<file path="config.mk">
export PLATFORM = sky130hd
export DESIGN_NAME = btn_debounce_multi
export DESIGN_NICKNAME = d
export VERILOG_FILES = /design/src/rtl/btn_pkg.sv /design/src/rtl/btn_debounce_ch.sv /design/src/rtl/btn_debounce_multi.sv
export SDC_FILE = /design/constraint.sdc
export NUM_CORES = 1
export LEC_CHECK = 0
export CAP_MARGIN = 20
export CORE_AREA = 5 5 159 313
export DETAILED_ROUTE_END_ITERATION = 16
export DIE_AREA = 0 0 164 318
export GPL_TIMING_DRIVEN = 0
export PLACE_DENSITY = 0.53
export SKIP_LAST_GASP = 1
export SYNTH_ARGS = -nofsm -noshare
export SYNTH_HDL_FRONTEND = slang
export SYNTH_SLANG_ARGS = --single-unit
</file>
<file path="constraint.sdc">
create_clock -name clk -period 20.8 [get_ports clk]
set_input_delay 2.08 -clock clk [delete_from_list [all_inputs] [get_ports clk]]
set_output_delay 2.08 -clock clk [all_outputs]
set_load 0.01 [all_outputs]
</file>
<file path="src/rtl/btn_pkg.sv">
// Shared types and 25 MHz timing constants for the push-button conditioner.
package btn_pkg;

    typedef enum logic [1:0] {
        RELEASED = 2'd0,
        HELD     = 2'd1,
        LONG     = 2'd2
    } hold_state_t;

    localparam int unsigned DB_CYCLES_25M     = 250_000;     // 10 ms
    localparam int unsigned LONG_CYCLES_25M   = 25_000_000;  // 1 s
    localparam int unsigned REPEAT_CYCLES_25M = 2_500_000;   // 100 ms

endpackage

</file>
<file path="src/rtl/btn_debounce_ch.sv">
// One button channel: synchroniser, stable-time debouncer and long-press / auto-repeat FSM.
module btn_debounce_ch
    import btn_pkg::*;
#(
    parameter int unsigned SYNC_STAGES   = 2,
    parameter int unsigned DB_CYCLES     = DB_CYCLES_25M,
    parameter int unsigned LONG_CYCLES   = LONG_CYCLES_25M,
    parameter int unsigned REPEAT_CYCLES = REPEAT_CYCLES_25M,
    parameter bit          ACTIVE_LOW    = 1'b0
) (
    input  logic clk,
    input  logic reset,
    input  logic i_btn,
    input  logic i_repeat_en,
    output logic o_level,
    output logic o_press,
    output logic o_release,
    output logic o_long
);

    localparam int unsigned DB_W   = $clog2(DB_CYCLES + 1);
    localparam int unsigned LONG_W = $clog2(LONG_CYCLES + 1);
    localparam int unsigned REP_W  = $clog2(REPEAT_CYCLES + 1);

    localparam logic [DB_W-1:0]   DB_LAST   = DB_W'(DB_CYCLES - 1);
    localparam logic [LONG_W-1:0] LONG_LAST = LONG_W'(LONG_CYCLES - 1);
    localparam logic [REP_W-1:0]  REP_LAST  = REP_W'(REPEAT_CYCLES - 1);

    logic [SYNC_STAGES-1:0] r_sync;
    logic [DB_W-1:0]        r_db_cnt;
    logic [LONG_W-1:0]      r_hold_cnt;
    logic [REP_W-1:0]       r_rep_cnt;
    hold_state_t            r_state;
    logic                   r_level;
    logic                   r_press;
    logic                   r_release;
    logic                   r_long;

    logic w_s;
    logic w_commit;
    logic w_rise;
    logic w_fall;

    assign w_s      = r_sync[SYNC_STAGES-1] ^ ACTIVE_LOW;
    assign w_commit = (w_s != r_level) && (r_db_cnt == DB_LAST);
    assign w_rise   = w_commit && w_s;
    assign w_fall   = w_commit && !w_s;

    always_ff @(posedge clk or posedge reset) begin
        if (reset) begin
            r_sync     <= '0;
            r_db_cnt   <= '0;
            r_hold_cnt <= '0;
            r_rep_cnt  <= '0;
            r_state    <= RELEASED;
            r_level    <= 1'b0;
            r_press    <= 1'b0;
            r_release  <= 1'b0;
            r_long     <= 1'b0;
        end else begin
            r_sync    <= {r_sync[SYNC_STAGES-2:0], i_btn};
            r_press   <= 1'b0;
            r_release <= 1'b0;
            r_long    <= 1'b0;

            if (w_s == r_level) begin
                r_db_cnt <= '0;
            end else if (w_commit) begin
                r_db_cnt  <= '0;
                r_level   <= w_s;
                r_press   <= w_s;
                r_release <= !w_s;
            end else begin
                r_db_cnt <= r_db_cnt + 1'b1;
            end

            // A release overrides any long/repeat expiry landing on the same cycle.
            if (w_fall) begin
                r_state    <= RELEASED;
                r_hold_cnt <= '0;
                r_rep_cnt  <= '0;
            end else begin
                case (r_state)
                    RELEASED: begin
                        if (w_rise) begin
                            r_state    <= HELD;
                            r_hold_cnt <= '0;
                        end
                    end
                    HELD: begin
                        if (r_hold_cnt == LONG_LAST) begin
                            r_long    <= 1'b1;
                            r_state   <= LONG;
                            r_rep_cnt <= '0;
                        end else begin
                            r_hold_cnt <= r_hold_cnt + 1'b1;
                        end
                    end
                    LONG: begin
                        if (!i_repeat_en) begin
                            r_rep_cnt <= '0;
                        end else if (r_rep_cnt == REP_LAST) begin
                            r_press   <= 1'b1;
                            r_rep_cnt <= '0;
                        end else begin
                            r_rep_cnt <= r_rep_cnt + 1'b1;
                        end
                    end
                    default: r_state <= RELEASED;
                endcase
            end
        end
    end

    assign o_level   = r_level;
    assign o_press   = r_press;
    assign o_release = r_release;
    assign o_long    = r_long;

endmodule

</file>
<file path="src/rtl/btn_debounce_multi.sv">
// N independent button channels, each with its own pin polarity.
module btn_debounce_multi
    import btn_pkg::*;
#(
    parameter int unsigned      N_BTN         = 4,
    parameter int unsigned      SYNC_STAGES   = 2,
    parameter int unsigned      DB_CYCLES     = DB_CYCLES_25M,
    parameter int unsigned      LONG_CYCLES   = LONG_CYCLES_25M,
    parameter int unsigned      REPEAT_CYCLES = REPEAT_CYCLES_25M,
    parameter logic [N_BTN-1:0] ACTIVE_LOW    = '0
) (
    input  logic             clk,
    input  logic             reset,
    input  logic [N_BTN-1:0] i_btn,
    input  logic [N_BTN-1:0] i_repeat_en,
    output logic [N_BTN-1:0] o_level,
    output logic [N_BTN-1:0] o_press,
    output logic [N_BTN-1:0] o_release,
    output logic [N_BTN-1:0] o_long
);

    for (genvar g = 0; g < N_BTN; g++) begin : g_ch
        btn_debounce_ch #(
            .SYNC_STAGES   (SYNC_STAGES),
            .DB_CYCLES     (DB_CYCLES),
            .LONG_CYCLES   (LONG_CYCLES),
            .REPEAT_CYCLES (REPEAT_CYCLES),
            .ACTIVE_LOW    (ACTIVE_LOW[g])
        ) u_ch (
            .clk         (clk),
            .reset       (reset),
            .i_btn       (i_btn[g]),
            .i_repeat_en (i_repeat_en[g]),
            .o_level     (o_level[g]),
            .o_press     (o_press[g]),
            .o_release   (o_release[g]),
            .o_long      (o_long[g])
        );
    end

endmodule

</file>
======== After elaboration in Yosys (flattened, before gate mapping) ========
Index checks and enable logic that the tools add are counted.
storage, ports and cells
  register bits ........................... 292
  input bits .............................. 10
  output and inout bits ................... 16
  logic and storage cells ................. 244
cells by class
  add/subtract/negate cells ............... 12
  equality and inequality tests ........... 44
  mux-type cells .......................... 104
  bitwise logic cells ..................... 4
  reduce and logical (&&, ||, !) cells .... 44
operators with widths
  cell                   number
  $mux 22                16
  $mux 25                12
  $pmux 25 s2            4
  $pmux 22 s2            4
  $mux 18                8
  $add 25x1->25 const B  4
  $eq 25x25->1 const B   4
  $add 22x1->22 const B  4
  $eq 22x22->1 const B   4
  $add 18x1->18 const B  4
  $eq 18x18->1 const B   4
  $mux 1                 44
  $mux 2                 12
  $ne 3x1->1 const B     8
  $pmux 2 s3             4
  $reduce_and 3->1       8
  $reduce_bool 3->1      8
  $reduce_and 2->1       8
  $logic_and 1x1->1      12
  $ne 3x2->1 const B     4
  $eq 2x1->1 const B     4
  $eq 2x2->1 const B     4
  $logic_not 2->1        4
  $ne 2x1->1 const B     4
  other kinds (4)        16

======== Logic depth before layout (Yosys ltp) ========
Gate-level depths: netlist (run 1).
  depth in word-level cells ............... 8
  gate-level depth with buffers ........... 10
  gate-level depth less buffers ........... 8

======== By module ========
Synthesis (run 1) repeated with hierarchy kept, for this count alone.
second synthesis, totals
  cells, all modules ...................... 1713
  area total of the unflattened synthesis .. 16166.8 um2
by module, submodules not included
  module                               times used  cells each  area an instance (um2)  seq. area each (um2)
  btn_debounce_ch at g_ch[0].u_ch ...  3           416         3972.6                  1826.8
  btn_debounce_ch at g_ch[3].u_ch      1           465         4249.1                  1826.8

======== Least setup slack after synthesis (run 1) ========
OpenSTA, ideal clock, no wires.
  path type ............................... input port to flip-flop
  from .................................... in i_repeat_en[0]
  to ...................................... reg g_ch[0].u_ch.r_rep_cnt[16]
  library setup time ...................... 0.079 ns
  arrival time ............................ 3.120 ns
  data required time ...................... 20.721 ns
  slack ................................... 17.601 ns
  stages on the path ...................... 7
  path buffers ............................ 1
  cells stage by stage .................... nand2_1 -> inv_1 -> o41ai_4 -> nor4b_4 -> buf_6 -> nand3_1 -> mux2i_1
on the way
  longest elaborated chain between the ends .. 3
ends and longest elaborated chain
  what                    RTL line                  text
  start: declaration      btn_debounce_multi.sv:15  input logic [N_BTN-1:0] i_repeat_en,
  $mux 22                 btn_debounce_ch.sv:100    if (!i_repeat_en) begin
  $pmux 22 s2             btn_debounce_ch.sv:83     case (r_state)
  $mux 22                 btn_debounce_ch.sv:78     if (w_fall) begin
  end signal: assignment  btn_debounce_ch.sv:106    r_rep_cnt <= r_rep_cnt + 1'b1;
  end: declaration        btn_debounce_ch.sv:32     logic [REP_W-1:0] r_rep_cnt;
Every way passes these cells.
A chain may end at the register's enable or synchronous reset.

======== Final worst setup path (run 1) ========
  from .................................... reg g_ch[3].u_ch.r_level
  to ...................................... out o_level[3]
RTL lines
  what                      RTL line                  text
  start: declaration        btn_debounce_ch.sv:34     logic r_level;
  start signal: assignment  btn_debounce_ch.sv:70     r_level <= w_s;
  end: declaration          btn_debounce_multi.sv:16  output logic [N_BTN-1:0] o_level,
No word-level cell between the ends.

==> results.txt, run 1 <==
Status - completed
CP endpoint kind - output port
Core Area - 0.0472 mm^2
Mapped Area - 0.0162 mm^2
Post-synth EDFFs - 0
Num ports - 26
Pin count of the biggest net entering global routing - 115
Post-cts gate resize count - 0
Row count - 113
Initial DRT Pass Iterations - 5
CTS tree - done
Post-synth ARST share - 1.00
Register area share after synthesis - 0.451
Clock latency on the worst-skew pair - 0.57 ns
Startpoint Class - register
Post-Route WL - 37400 um
Post-CTS Setup Bufs - 0
MaxCap Viol Count - 0
Hold Crit Depth - 0
Vias - 13061
Fin worst setup slack - 17.05 ns
Synth warn - 0
Setup-failing EPs final - 0
Register area - 0.00731 mm^2
DP Area - 0.0173 mm^2
Area of the multi-input gates - 0.00832 mm^2
HP Class - register to register
Ant. Diodes - 0
Req. time, crit path - 18.72 ns
DR WL/cell - 15.2 um
Fmax - 0.266 GHz
Slew HR - 0.368
Tcrit/Tclk final - 0.180
Antenna violations before repair - 0
Initial Util - 0.343
Global-route wire length before repair - 64100 um
Routability cong. - 0.816
Synth Instances - 1746
Min Tclk post-route - 3.75 ns
H-Tree Depth - 1
Pins Over Slew Limit - 0
Leak - 0.00731 uW
R2R setup slack - 17.82 ns
Worst R2R Path Depth - 9
Post-Layout Inst Area - 0.0184 mm^2
Post-DP HPWL - 25000 um
Clock net sink count - 292
Total track usage - 0.142
CTS clk-pin slew, worst paths - 0.06 ns
Clk root buf - clkbuf_16
Die W - 164 um
Hold Crit Endpoint - g_ch[3].u_ch.r_sync[1]
Layout cells sized above 1 - 0.0825
RR Startpoint - g_ch[2].u_ch.r_hold_cnt[0]
Fin. Hold Viols - 0
CP arrival - 1.67 ns
Final #Nets - 1849
Post-DRT Antenna Nets - 0
RR Endpoint - g_ch[2].u_ch.r_hold_cnt[13]
Num CTS Buffers - 30
Die area - 0.0522 mm^2
Number of global-route vias before repair - 12548
Tot Pwr - 1180 uW
Layout area overhead - 13.5%
Synth Net Count - 1788
Post-synthesis register bit count - 292
Initial DRC Count - 783
Hold Buf Count CTS - 0
Unrepaired setup endpoints after global routing - no
Buffers on Ports - 25
WS Path Type - register to output port
Via-per-instance ratio - 5.30
Hold wc startpoint - g_ch[3].u_ch.r_sync[0]
Yosys cell types - 87
Grt total ovfl - 0
Crit-path max FO - 6
Worst setup slack after placement - 16.71 ns
TNS Setup - 0 ns
Least-Margin Pin Slew - 0.940 ns
Core Util, Final - 0.389
Synth top area share - 0.451
Pwr/cell area - 64.1 mW/mm^2
Chip height - 318 um
Area contributors post-synth - dfrtp_1 45%, nor2_1 4.4%, nand3_1 3.9%
Top FF cell, synth - dfrtp_1
Fillers - 4846
Worst Skew - 0.0114 ns
Drt drc - 0
VDD IR max - 0.0735 mV
Avg Synthesized Cell Area - 9.27 um^2
Clock tree buffer depth - 3
Largest area contributor in the synthesized netlist - dfrtp_1
[metrics by stage]
| stage | cells | hold slack (ns) |
|---|---|---|
| 6_report | 2463 | 0.349 |
| 5_1_grt | 2463 | 0.359 |
| 4_1_cts | 2462 | 0.352 |
| 3_5_place_dp | 2406 | 0.337 |
| 3_3_place_gp | 2403 | 0.334 |
| 2_1_floorplan | 1746 | 0.331 |
[cells in the mapped netlist, drive strengths merged (12+ instances only)]
master and number:
or3 27, and4 29, nor4 33, or4 12
o21ai 116, a21o 24, a22o 24, nor3 48
a31oi 16, mux2i 15, nor2 193, xor2 51
nand3 127, nand4 72, o31ai 25, ha 32
buf 40, nor2b 12, nor4b 16, dfrtp 292
xnor2 47, inv 46, and2 13, clkbuf 37
o311ai 22, and3 38, nand2 165, a21oi 54
[cell families (layout without fill, tap and decap cells)]
kind of cell,count (synthesis),in the layout,share of synthesized area
multiplexers,19,19,0.0121
XOR/XNOR,98,98,0.0530
AO/OA/AOI/OAI,349,349,0.149
flip-flops,292,292,0.451
adder cells (fa/ha/maj),32,32,0.0247
AND/OR/NAND/NOR,833,833,0.274
buffers and inverters,123,208,0.0352
[state kept, by name, summed over array words and instances, names as in the netlist]
name	flops
g_ch.u_ch.r_hold_cnt	100
g_ch.u_ch.r_sync	8
g_ch.u_ch.o_press	4
g_ch.u_ch.r_db_cnt	72
g_ch.u_ch.o_level	4
g_ch.u_ch.r_rep_cnt	88
g_ch.u_ch.o_long	4
g_ch.u_ch.r_state	8
g_ch.u_ch.o_release	4
[layer usage]
layer  global-route usage  up-vias  part of all wire
met3               0.0184       45             0.035
met4               0.0300        0             0.015
li1                     -     6529                 -
met2                0.231      178              0.47
met1                0.203     6309              0.48
met5                    0        -                 0
[report_power, final]
part | switching (uW) | internal (uW)
clock network | 234 | 350
logic | 16.0 | 5.20
registers | 2.41 | 571
[critical path, cell delays in order (launching register included)]
cell and delay [ns]:
dfrtp_1 0.42, buf_4 0.13, clkdlybuf4s50_1 0.56
[worst max-delay path by stage]
stage                              start                          end  cells after the start
CTS                 g_ch[0].u_ch.o_level                   o_level[0]                      2
global route        g_ch[0].u_ch.o_level                   o_level[0]                      2
floorplan                          reset         g_ch[0].u_ch.o_level                      1
finish              g_ch[3].u_ch.o_level                   o_level[3]                      2
detailed placement        i_repeat_en[3]   g_ch[3].u_ch.r_rep_cnt[16]                      6
global placement                   reset  g_ch[2].u_ch.r_hold_cnt[12]                      2
[cell type report]
| class | count | area share |
|---|---|---|
| Multi-Input combinational cell | 1331 | 0.452 |
| Clock buffer | 43 | 0.0490 |
| Tap cell | 632 | 0.0430 |
| Sequential cell | 292 | 0.397 |
| Buffer | 77 | 0.0216 |
| Clock inverter | 13 | 0.00960 |
| Timing Repair Buffer | 29 | 0.0173 |
| Inverter | 46 | 0.00980 |
[cell usage in the layout (no fill, tap or decap), types with 9 or more instances in the layout]
cell	Yosys	layout
nor2b_1	12	12
clkdlybuf4s50_1	0	25
nor2_1	191	191
dfrtp_1	292	292
a21o_1	24	24
nand4_1	70	70
inv_1	46	45
or4_1	9	9
a22o_1	24	24
or3_1	27	27
nand2_1	165	165
xor2_1	51	51
o31ai_1	23	23
nor4b_1	13	13
buf_2	19	20
mux2i_1	15	15
a21oi_1	54	54
clkbuf_16	0	31
and4_1	29	29
and2_1	13	13
nor3_1	43	43
o21ai_0	107	107
clkbuf_1	36	40
xnor2_1	47	47
and3_1	38	38
nand3_1	126	126
a31oi_1	16	16
ha_1	32	32
o21ai_1	9	9
nor4_1	29	29
buf_4	18	19
(Power assumes the default switching activity.)
==> run 2: changes to the inputs <==
==> constraint.sdc (replaced) <==
create_clock -name clk -period 3.8 [get_ports clk]
set_input_delay 0.38 -clock clk [delete_from_list [all_inputs] [get_ports clk]]
set_output_delay 0.38 -clock clk [all_outputs]
set_load 0.01 [all_outputs]
==> results.txt, run 2 (synthesis results as in run 1) <==
Status - completed
Finished Layout Cells - 2469
Pins Over Slew Limit - 0
RR Endpoint - g_ch[2].u_ch.r_hold_cnt[22]
Area of the multi-input gates - 0.00832 mm^2
Placed insts - 2412
Global-route wire length before repair - 64700 um
Pwr/cell area - 348 mW/mm^2
CP max-delay cell - a2bb2oi_1
Grt total ovfl - 0
CTS tree - done
Register area - 0.00731 mm^2
Antenna violations before repair - 0
RR Startpoint - g_ch[2].u_ch.r_hold_cnt[0]
Row count - 113
CP cell instances - ha_1 -> and4_1 -> clkbuf_1 -> nand3_1 -> o31ai_2 -> a2bb2oi_1 -> buf_2 -> nand2_1 -> o311ai_0
Clock net sink count - 292
Drt drc - 0
DR WL/cell - 15.2 um
Fillers - 4853
Crit path launch - g_ch[2].u_ch.r_hold_cnt[0]
Die area - 0.0522 mm^2
Ant. Diodes - 0
Num CTS Buffers - 31
Min Tclk post-route - 2.90 ns
Clk root buf - clkbuf_16
Clock tree buffer depth - 3
Hold Crit Depth - 1
Commonest non-fill, non-tap cell in the layout - dfrtp_1
Post-DRT Antenna Nets - 0
H-Tree Depth - 1
Post-Route WL - 37500 um
Worst R2R Path Depth - 9
Tcrit/Tclk final - 0.764
Layout cells sized above 1 - 0.0838
Clock latency on the worst-skew pair - 0.57 ns
Worst Skew - 0.0107 ns
Final #Nets - 1855
Buffers on Ports - 25
R2R setup slack - 0.90 ns
Slew HR - 0.245
Post-cts gate resize count - 0
Number of global-route vias before repair - 12732
Initial DRC Count - 907
Pin count of the biggest net entering global routing - 41
Fin. Hold Viols - 0
WS Path Type - register to register
Total track usage - 0.144
Tot Pwr - 6420 uW
MaxCap Viol Count - 0
Crit-path max FO - 10
Req. time, crit path - 4.25 ns
Biggest regs - g_ch.u_ch.r_hold_cnt x100, g_ch.u_ch.r_rep_cnt x88, g_ch.u_ch.r_db_cnt x72
Num ports - 26
HP Class - primary input to register
Core Area - 0.0472 mm^2
Initial Util - 0.343
Crit path capture - g_ch[2].u_ch.r_hold_cnt[22]
VDD IR max - 0.323 mV
Post-CTS Setup Bufs - 0
Leak - 0.00733 uW
CP endpoint kind - register
Most frequent cells in the layout - 292 x dfrtp_1, 191 x nor2_1, 165 x nand2_1
Via-per-instance ratio - 5.34
Chip height - 318 um
Setup-failing EPs final - 0
CTS clk-pin slew, worst paths - 0.07 ns
Vias - 13180
Initial DRT Pass Iterations - 5
Max stage delay on crit path - 0.53 ns
Max reg flops - 100
Largest reg by FF count - g_ch.u_ch.r_hold_cnt
Layout area overhead - 13.9%
Post-DP HPWL - 25800 um
Unrepaired setup endpoints after global routing - no
Least-Margin Pin Slew - 1.12 ns
Routability cong. - 0.803
Fmax - 0.344 GHz
CP arrival - 3.36 ns
Die W - 164 um
Hold Buf Count CTS - 0
Startpoint Class - register
run 2: cell count changes in the layout (fill, tap and decap cells not counted):
cell        previous run  this run
inv_6                  1         0
clkbuf_1              40        43
clkbuf_8               8         4
buf_16                 2         0
inv_8                  1         0
clkinv_2               5         7
buf_4                 19        18
clkinvlp_4             3         5
buf_12                 0         8
run 2: metal layers:
layer	vias to the layer above	track usage	part of all wire
met3	37	0.0178	0.033
met5	-	0	0
met1	6433	0.207	0.49
met4	0	0.0299	0.014
met2	174	0.233	0.47
li1	6536	-	-
run 2: how the worst min path moves through the flow:
stage	startpoint	to	slack (ns)
after floorplan	g_ch[0].u_ch.r_sync[0]	g_ch[0].u_ch.r_sync[1]	0.33
after global placement	g_ch[1].u_ch.r_sync[0]	g_ch[1].u_ch.r_sync[1]	0.33
after detailed placement	g_ch[3].u_ch.r_sync[0]	g_ch[3].u_ch.r_sync[1]	0.34
after CTS	i_btn[0]	g_ch[0].u_ch.r_sync[0]	0.20
after global routing	i_btn[1]	g_ch[1].u_ch.r_sync[0]	0.22
final	i_btn[0]	g_ch[0].u_ch.r_sync[0]	0.24
run 2: report_power, final:
group,switching (uW),internal (uW)
logic,88.7,39.1
clock network,1310,1850
registers,12.6,3120
run 2: final cells by class:
cell class                 count  share of cell area
clock inverter                15              0.0100
clock buffer                  42              0.0465
buffer                        77              0.0215
tap                          632              0.0429
inverter                      46             0.00957
timing repair buffer          34              0.0225
multi-input combinational   1331               0.451
sequential                   292               0.396
run 2: per-stage QoR:
step	hold slack [ns]	worst slack, ns	TNS [ns]	utilization	cell area (um^2)
finish	0.240	0.897	0	0.391	18400
floorplan	0.331	-0.455	-132.91	-	16200
global placement	0.333	-2.95	-855.01	0.365	17200
CTS	0.198	0.890	0	0.391	18400
global route	0.216	0.668	0	0.391	18400
detailed placement	0.338	0.909	0	0.369	17400
run 2: worst max-delay path: cells and delay by family, from the launching register on:
kind / cells / cell delay (ns)
buf+inv: 2 / 0.62
simple gates: 3 / 0.44
flops: 1 / 0.40
fa+ha+maj: 1 / 0.25
compound gates: 3 / 1.06
==> RTL edit 1: new RTL, settings of run 2 <==
Register the output `o_release`, without a reset; this adds one clock of latency there. The other outputs are not delayed to match.
--- a/src/rtl/btn_debounce_multi.sv
+++ b/src/rtl/btn_debounce_multi.sv
@@ -20,4 +20,6 @@
 );
 
+    logic [N_BTN-1:0] o_release_d;
+
     for (genvar g = 0; g < N_BTN; g++) begin : g_ch
         btn_debounce_ch #(
@@ -34,9 +36,13 @@
             .o_level     (o_level[g]),
             .o_press     (o_press[g]),
-            .o_release   (o_release[g]),
+            .o_release   (o_release_d[g]),
             .o_long      (o_long[g])
         );
     end
 
+    always_ff @(posedge clk) begin
+        o_release <= o_release_d;
+    end
+
 endmodule
 
Function: no difference found for any inputs over 10 cycles, from zero or initial values and one cycle with reset high; that may be too few to reach the edited logic, so the function may still have changed.
==> RTL edit 1 against run 2 <==
Sequential cell count grew 4. First-iteration DRC count decreased by 12%. Sequential power rose by 1%. Total power is 2.1% lower. Wire length increased by 0.32%. Clock skew is 0.016 ns higher. Clock power decreased by 5%. Global-route usage up 0.13 points. Setup slack got worse by 0.43 ns. Sequential share of layout area grew 0.83 points. Design area is 0.99% lower. Area after synthesis decreased by 0.70%. Cell count is 0.81% higher. Die area did not move. Critical endpoint is now g_ch[2].u_ch.r_hold_cnt[18]$_DFFE_PP0P_.
==> RTL edit 1: results (changes against run 2) <==
Run status
  • Run status: finished, final reports clean (unchanged)

STA
  • Clk_skew: 0.02626 ns (was 0.01072 ns)
  • Rel. slew slack: 31.55% (was 24.50%)

Global route
  • Antenna violations before repair: 0 (unchanged)
  • Tot GR Track Use: 14.52% (was 14.39%)
  • First-pass GRT wire length: 65100 um (was 64680 um)
  • Pin count of the biggest net entering global routing: 41 (unchanged)

Yosys
  • Ys async rst share: 98.65% (was 100.0%)
  • Ranking of synthesized cells by area: dfrtp_1, nor2_1, nand3_1 (unchanged)
  • Post-synth net total: 1810 (was 1788)
  • Ys Warns: 0 (unchanged)
  • Yosys cell types: 81 (was 87)
  • Avg Cell Area, Syn: 9.094 sq um (was 9.274 sq um)
  • Seq/Total Area, Yosys: 45.95% (was 45.13%)
  • Synth Instances: 1768 (was 1746)
  • Synth cell count leaders: dfrtp_1, nor2_1, nand2_1, nand3_1, o21ai_0 (unchanged)

Setup path
  • CP arrival: 3.80 ns (was 3.36 ns)
  • Flop2flop setup slack: 0.47 ns (was 0.90 ns)
  • Reg-to-reg endpoint: g_ch[2].u_ch.r_hold_cnt[18]$_DFFE_PP0P_ (was g_ch[2].u_ch.r_hold_cnt[22]$_DFFE_PP0P_)
  • Worst R2R Start: g_ch[2].u_ch.r_db_cnt[0]$_DFF_PP0_ (was g_ch[2].u_ch.r_hold_cnt[0]$_DFFE_PP0P_)
  • Largest fanout on the critical path: 10 (unchanged)
  • Worst-case reg-to-reg path depth: 9 (unchanged)

Route
  • DR iter-0 viols: 797 (was 907)
  • Wirelength per Cell: 15.11 um (was 15.19 um)
  • Vias/cell: 5.272 (was 5.338)
  • 1st-pass router iterations: 6 (was 5)
  • Vias after detailed routing: 13120 (was 13180)

Final layout
  • Largest regs: g_ch.u_ch.r_hold_cnt: 100 flops, g_ch.u_ch.r_rep_cnt: 88 flops, g_ch.u_ch.r_db_cnt: 72 flops (unchanged)
  • Nets: 1877 (was 1855)
  • Fraction of layout cells with a size suffix above 1: 5.708% (was 8.383%)
  • Antenna cell count: 0 (unchanged)
  • Fill cells: 4811 (was 4853)

Clock tree
  • H-Tree Depth: 1 (unchanged)
  • Clk slew on worst S/H paths: 0.06 ns
  • Clk_lat worst skew: 0.59 ns (was 0.57 ns)
  • Clk buf depth: 3 (unchanged)
  • Root Buffer: clkbuf_16 (unchanged)
  • CTS buffer count: 31 (unchanged)
  • Setup Buffers After CTS: 0 (unchanged)
  • Cts repair resizes: 0 (unchanged)

Power and ir drop
  • Total leakage power: 7.317 nW (was 7.333 nW)
  • VDD IR-drop max: 0.0003104 V (was 0.0003232 V)
  • Switching portion of total power: 22.26% (was 21.94%)

Placed design
  • Routability congestion estimate: 0.8048 (was 0.8034)
  • Post-DP HPWL: 25920 um (was 25820 um)
  • Placed cell count: 2433 (was 2412)
  • Pre-CTS setup slack: 0.4478 ns (was 0.9089 ns)
  • Count of input and output buffers: 25 (unchanged)
  • DP Area: 0.01728 sq mm (was 0.01740 sq mm)

Min path
  • Hold Path Class: primary input to async pin (was primary input to register)
## RTL edit 1: per-layer routing
| layer | up-vias | wire length, um | track usage (%) |
|---|---|---|---|
| li1 | 6566 | - | - |
| met1 | 6338 | 18350 | 21.05 |
| met2 | 173 | 17380 | 23.12 |
| met3 | 44 | 1224 | 1.737 |
| met4 | 0 | 667 | 3.563 |
| met5 | - | 0 | 0 |
## RTL edit 1: layout make-up
class / instances / area (sq um) / area share (%)
multi-input cells: 1333 / 8104 / 44.38
flip-flops and latches: 296 / 7387 / 40.45
clock buffers: 45 / 888.4 / 4.865
well taps: 632 / 790.8 / 4.330
repair buffers: 34 / 415.4 / 2.275
plain buffers: 85 / 384.1 / 2.103
inverters: 54 / 206.4 / 1.131
clock inverters: 10 / 85.08 / 0.4659
## RTL edit 1: cell families after synthesis
family	after synthesis	synth area share [%]
mux	21	1.346
xor+xnor	106	5.774
buf+inv	139	3.650
fa+ha+maj	32	2.490
flops	296	45.95
simple gates	850	27.51
compound gates	324	13.28
## RTL edit 1: through the flow
stage	total power, mW	hold WS, ns
after floorplan	3.309	0.3242
after global routing	6.556	0.2108
after global placement	3.353	0.3279
final	6.283	0.2029
after detailed placement	3.372	0.3282
after CTS	6.428	0.1763
## RTL edit 1: how the worst max path moves through the flow
| stage | from | to | slack (ns) |
|---|---|---|---|
| floorplan | reset | g_ch[0].u_ch.o_level$_DFFE_PP0P_ | -0.46 |
| global placement | reset | g_ch[0].u_ch.r_db_cnt[9]$_DFF_PP0_ | -2.89 |
| detailed placement | g_ch[2].u_ch.r_db_cnt[0]$_DFF_PP0_ | g_ch[2].u_ch.r_hold_cnt[18]$_DFFE_PP0P_ | 0.45 |
| CTS | g_ch[2].u_ch.r_db_cnt[0]$_DFF_PP0_ | g_ch[2].u_ch.r_hold_cnt[18]$_DFFE_PP0P_ | 0.45 |
| global route | g_ch[2].u_ch.r_db_cnt[0]$_DFF_PP0_ | g_ch[2].u_ch.r_hold_cnt[18]$_DFFE_PP0P_ | 0.30 |
| finish | g_ch[2].u_ch.r_db_cnt[0]$_DFF_PP0_ | g_ch[2].u_ch.r_hold_cnt[18]$_DFFE_PP0P_ | 0.47 |
## RTL edit 1: worst max-delay path, cell delays in order (launching register included)
cell	delay [ns]
dfrtp_1	0.36
ha_1	0.24
nand3_1	0.12
or4_1	0.47
clkbuf_1	0.19
nor3_1	0.85
a21oi_1	0.33
clkbuf_1	0.33
o21ai_0	0.22
o21ai_0	0.10
## RTL edit 1: power by group through the flow
stage | Combinational (mW) | Clock, mW | Sequential, mW
after detailed placement | 0.136 | 0 | 3.24
after global placement | 0.114 | 0 | 3.24
after global routing | 0.152 | 3.23 | 3.18
after floorplan | 0.0744 | 0 | 3.23
after CTS | 0.136 | 3.12 | 3.18
final | 0.128 | 2.98 | 3.18
==> RTL edit 2: new RTL, config.mk and constraints of run 2 <==
Made on the original files. `ACTIVE_LOW` is set to '0 in 2 places; all go to 1.
--- a/src/rtl/btn_debounce_ch.sv
+++ b/src/rtl/btn_debounce_ch.sv
@@ -7,5 +7,5 @@
     parameter int unsigned LONG_CYCLES   = LONG_CYCLES_25M,
     parameter int unsigned REPEAT_CYCLES = REPEAT_CYCLES_25M,
-    parameter bit          ACTIVE_LOW    = 1'b0
+    parameter bit          ACTIVE_LOW    = 1'b1
 ) (
     input  logic clk,
--- a/src/rtl/btn_debounce_multi.sv
+++ b/src/rtl/btn_debounce_multi.sv
@@ -8,5 +8,5 @@
     parameter int unsigned      LONG_CYCLES   = LONG_CYCLES_25M,
     parameter int unsigned      REPEAT_CYCLES = REPEAT_CYCLES_25M,
-    parameter logic [N_BTN-1:0] ACTIVE_LOW    = '0
+    parameter logic [N_BTN-1:0] ACTIVE_LOW    = 1
 ) (
     input  logic             clk,
Formal check against the unedited RTL: same outputs for any inputs over 10 cycles, from zero or initial values and one cycle with reset high; that may be too few to reach the edited logic, so the function may still have changed.
==> RTL edit 2 against run 2 <==
Total power is 1.9% lower. Wire length is 0.47% higher. Design area is 0.99% lower. Setup slack worse by 0.058 ns. Area after synthesis is 0.94% lower. Clock power is 4% lower. Largest cell class unchanged. Sequential share of layout area is 0.40 points higher. Sequential cell count stayed put. Sequential power hardly changed.
==> RTL edit 2: results (changes against run 2) <==
Yosys
  • Post-synth net total: 1791 (was 1788)
  • Synth cell count leaders: dfrtp_1, nor2_1, nand2_1, o21ai_0, nand3_1 (was dfrtp_1, nor2_1, nand2_1, nand3_1, o21ai_0)
  • Yosys cell types: 84 (was 87)
  • Ranking of synthesized cells by area: dfrtp_1, o21ai_0, nand3_1 (was dfrtp_1, nor2_1, nand3_1)
  • Seq/Total Area, Yosys: 45.55% (was 45.13%)

Final layout
  • Clock-cell share of area: 5.461% (was 5.651%)
  • Fraction of layout cells with a size suffix above 1: 7.667% (was 8.383%)
  • Multi-input logic cell count: 1325 (was 1331)
  • Non-clk buf share: 4.419% (was 4.403%)
  • Fill cells: 4816 (was 4853)
  • Number of non-clock buffers: 115 (was 111)
  • Nets: 1859 (was 1855)
  • Multi-input logic area: 0.008160 sq mm (was 0.008315 sq mm)
  • Final instance area: 0.01826 sq mm (was 0.01844 sq mm)
  • Non-clock inverter total of the final layout: 52 (was 46)
  • Clk_buf instances: 44 (was 42)

Placed design
  • Placed cell count: 2415 (was 2412)
  • Pre-CTS setup slack: 0.6357 ns (was 0.9089 ns)
  • Routability congestion estimate: 0.8174 (was 0.8034)
  • Post-DP HPWL: 25790 um (was 25820 um)
  • DP Area: 0.01726 sq mm (was 0.01740 sq mm)

Run status
  • Run status: finished, final reports clean (unchanged)

Min path
  • Hold Path Class: primary input to async pin (was primary input to register)

Setup path
  • CP arrival: 3.45 ns (was 3.36 ns)
  • Flop2flop setup slack: 0.84 ns (was 0.90 ns)
  • CP endpoint: g_ch[1].u_ch.r_hold_cnt[5]$_DFFE_PP0P_ (was g_ch[2].u_ch.r_hold_cnt[22]$_DFFE_PP0P_)
  • Worst-case reg-to-reg path depth: 10 (was 9)
  • Crit path max-delay family: compound AO/OA/AOI/OAI gates (unchanged)
  • Worst R2R Start: g_ch[1].u_ch.r_hold_cnt[0]$_DFFE_PP0P_ (was g_ch[2].u_ch.r_hold_cnt[0]$_DFFE_PP0P_)

Global route
  • M2 GR Usage: 22.33% (was 23.32%)
  • M3 GR Usage: 1.801% (was 1.776%)
  • Tot GR Track Use: 14.49% (was 14.39%)
  • GRT met1 Usage: 21.34% (was 20.70%)

Route
  • Vias/cell: 5.316 (was 5.338)
  • WL met2: 16810 um (was 17520 um)
  • Metal-1 WL: 18860 um (was 18190 um)
  • 1st-pass router iterations: 7 (was 5)
  • DR iter-0 viols: 864 (was 907)
  • Met3 WL: 1217 um (was 1244 um)
  • Vias after detailed routing: 13140 (was 13180)

Clock tree
  • Clk_lat worst skew: 0.57 ns (about the same)
  • H-Tree Depth: 1 (unchanged)

STA
  • Hold_ws: 0.1813 ns (was 0.2401 ns)
  • Clk_skew: 0.01119 ns (was 0.01072 ns)
  • Achievable clock frequency: 337.7 MHz (was 344.4 MHz)
  • Slew @ Worst Pin: 1.001 ns (was 1.120 ns)

Power and ir drop
  • Total leakage power: 7.406 nW (was 7.333 nW)
  • VDD IR-drop max: 0.0003584 V (was 0.0003232 V)
-- RTL edit 2: cell count changes in the layout (fill, tap and decap cells not counted), sizes merged, moves of 7 or more --
cell | before | now
a22o | 24 | 11
o21ai | 116 | 143
a21oi | 54 | 69
nor2 | 193 | 164
nand4 | 72 | 54
o31ai | 25 | 40
xor2 | 51 | 44
o311ai | 22 | 12
xnor2 | 47 | 57
a21o | 24 | 17
and3 | 38 | 58
clkbuf | 79 | 90
-- RTL edit 2: kinds of logic (layout without fill, tap and decap cells) --
kind of cell	Yosys count	after routing	share of synthesized area, %
AOI/OAI and AO/OA	367	367	14.78
muxes	15	15	0.9595
xor gates and xnor gates	101	101	5.515
buffers and inverters	132	222	3.612
and+or+nand+nor	810	810	27.08
adders and majority gates	32	32	2.496
DFF	292	292	45.55
-- RTL edit 2: where the power goes --
group	switching (mW)	internal (mW)	total (mW)
Sequential	0.0135	3.12	3.14
Clock	1.30	1.73	3.03
Combinational	0.0906	0.0387	0.129
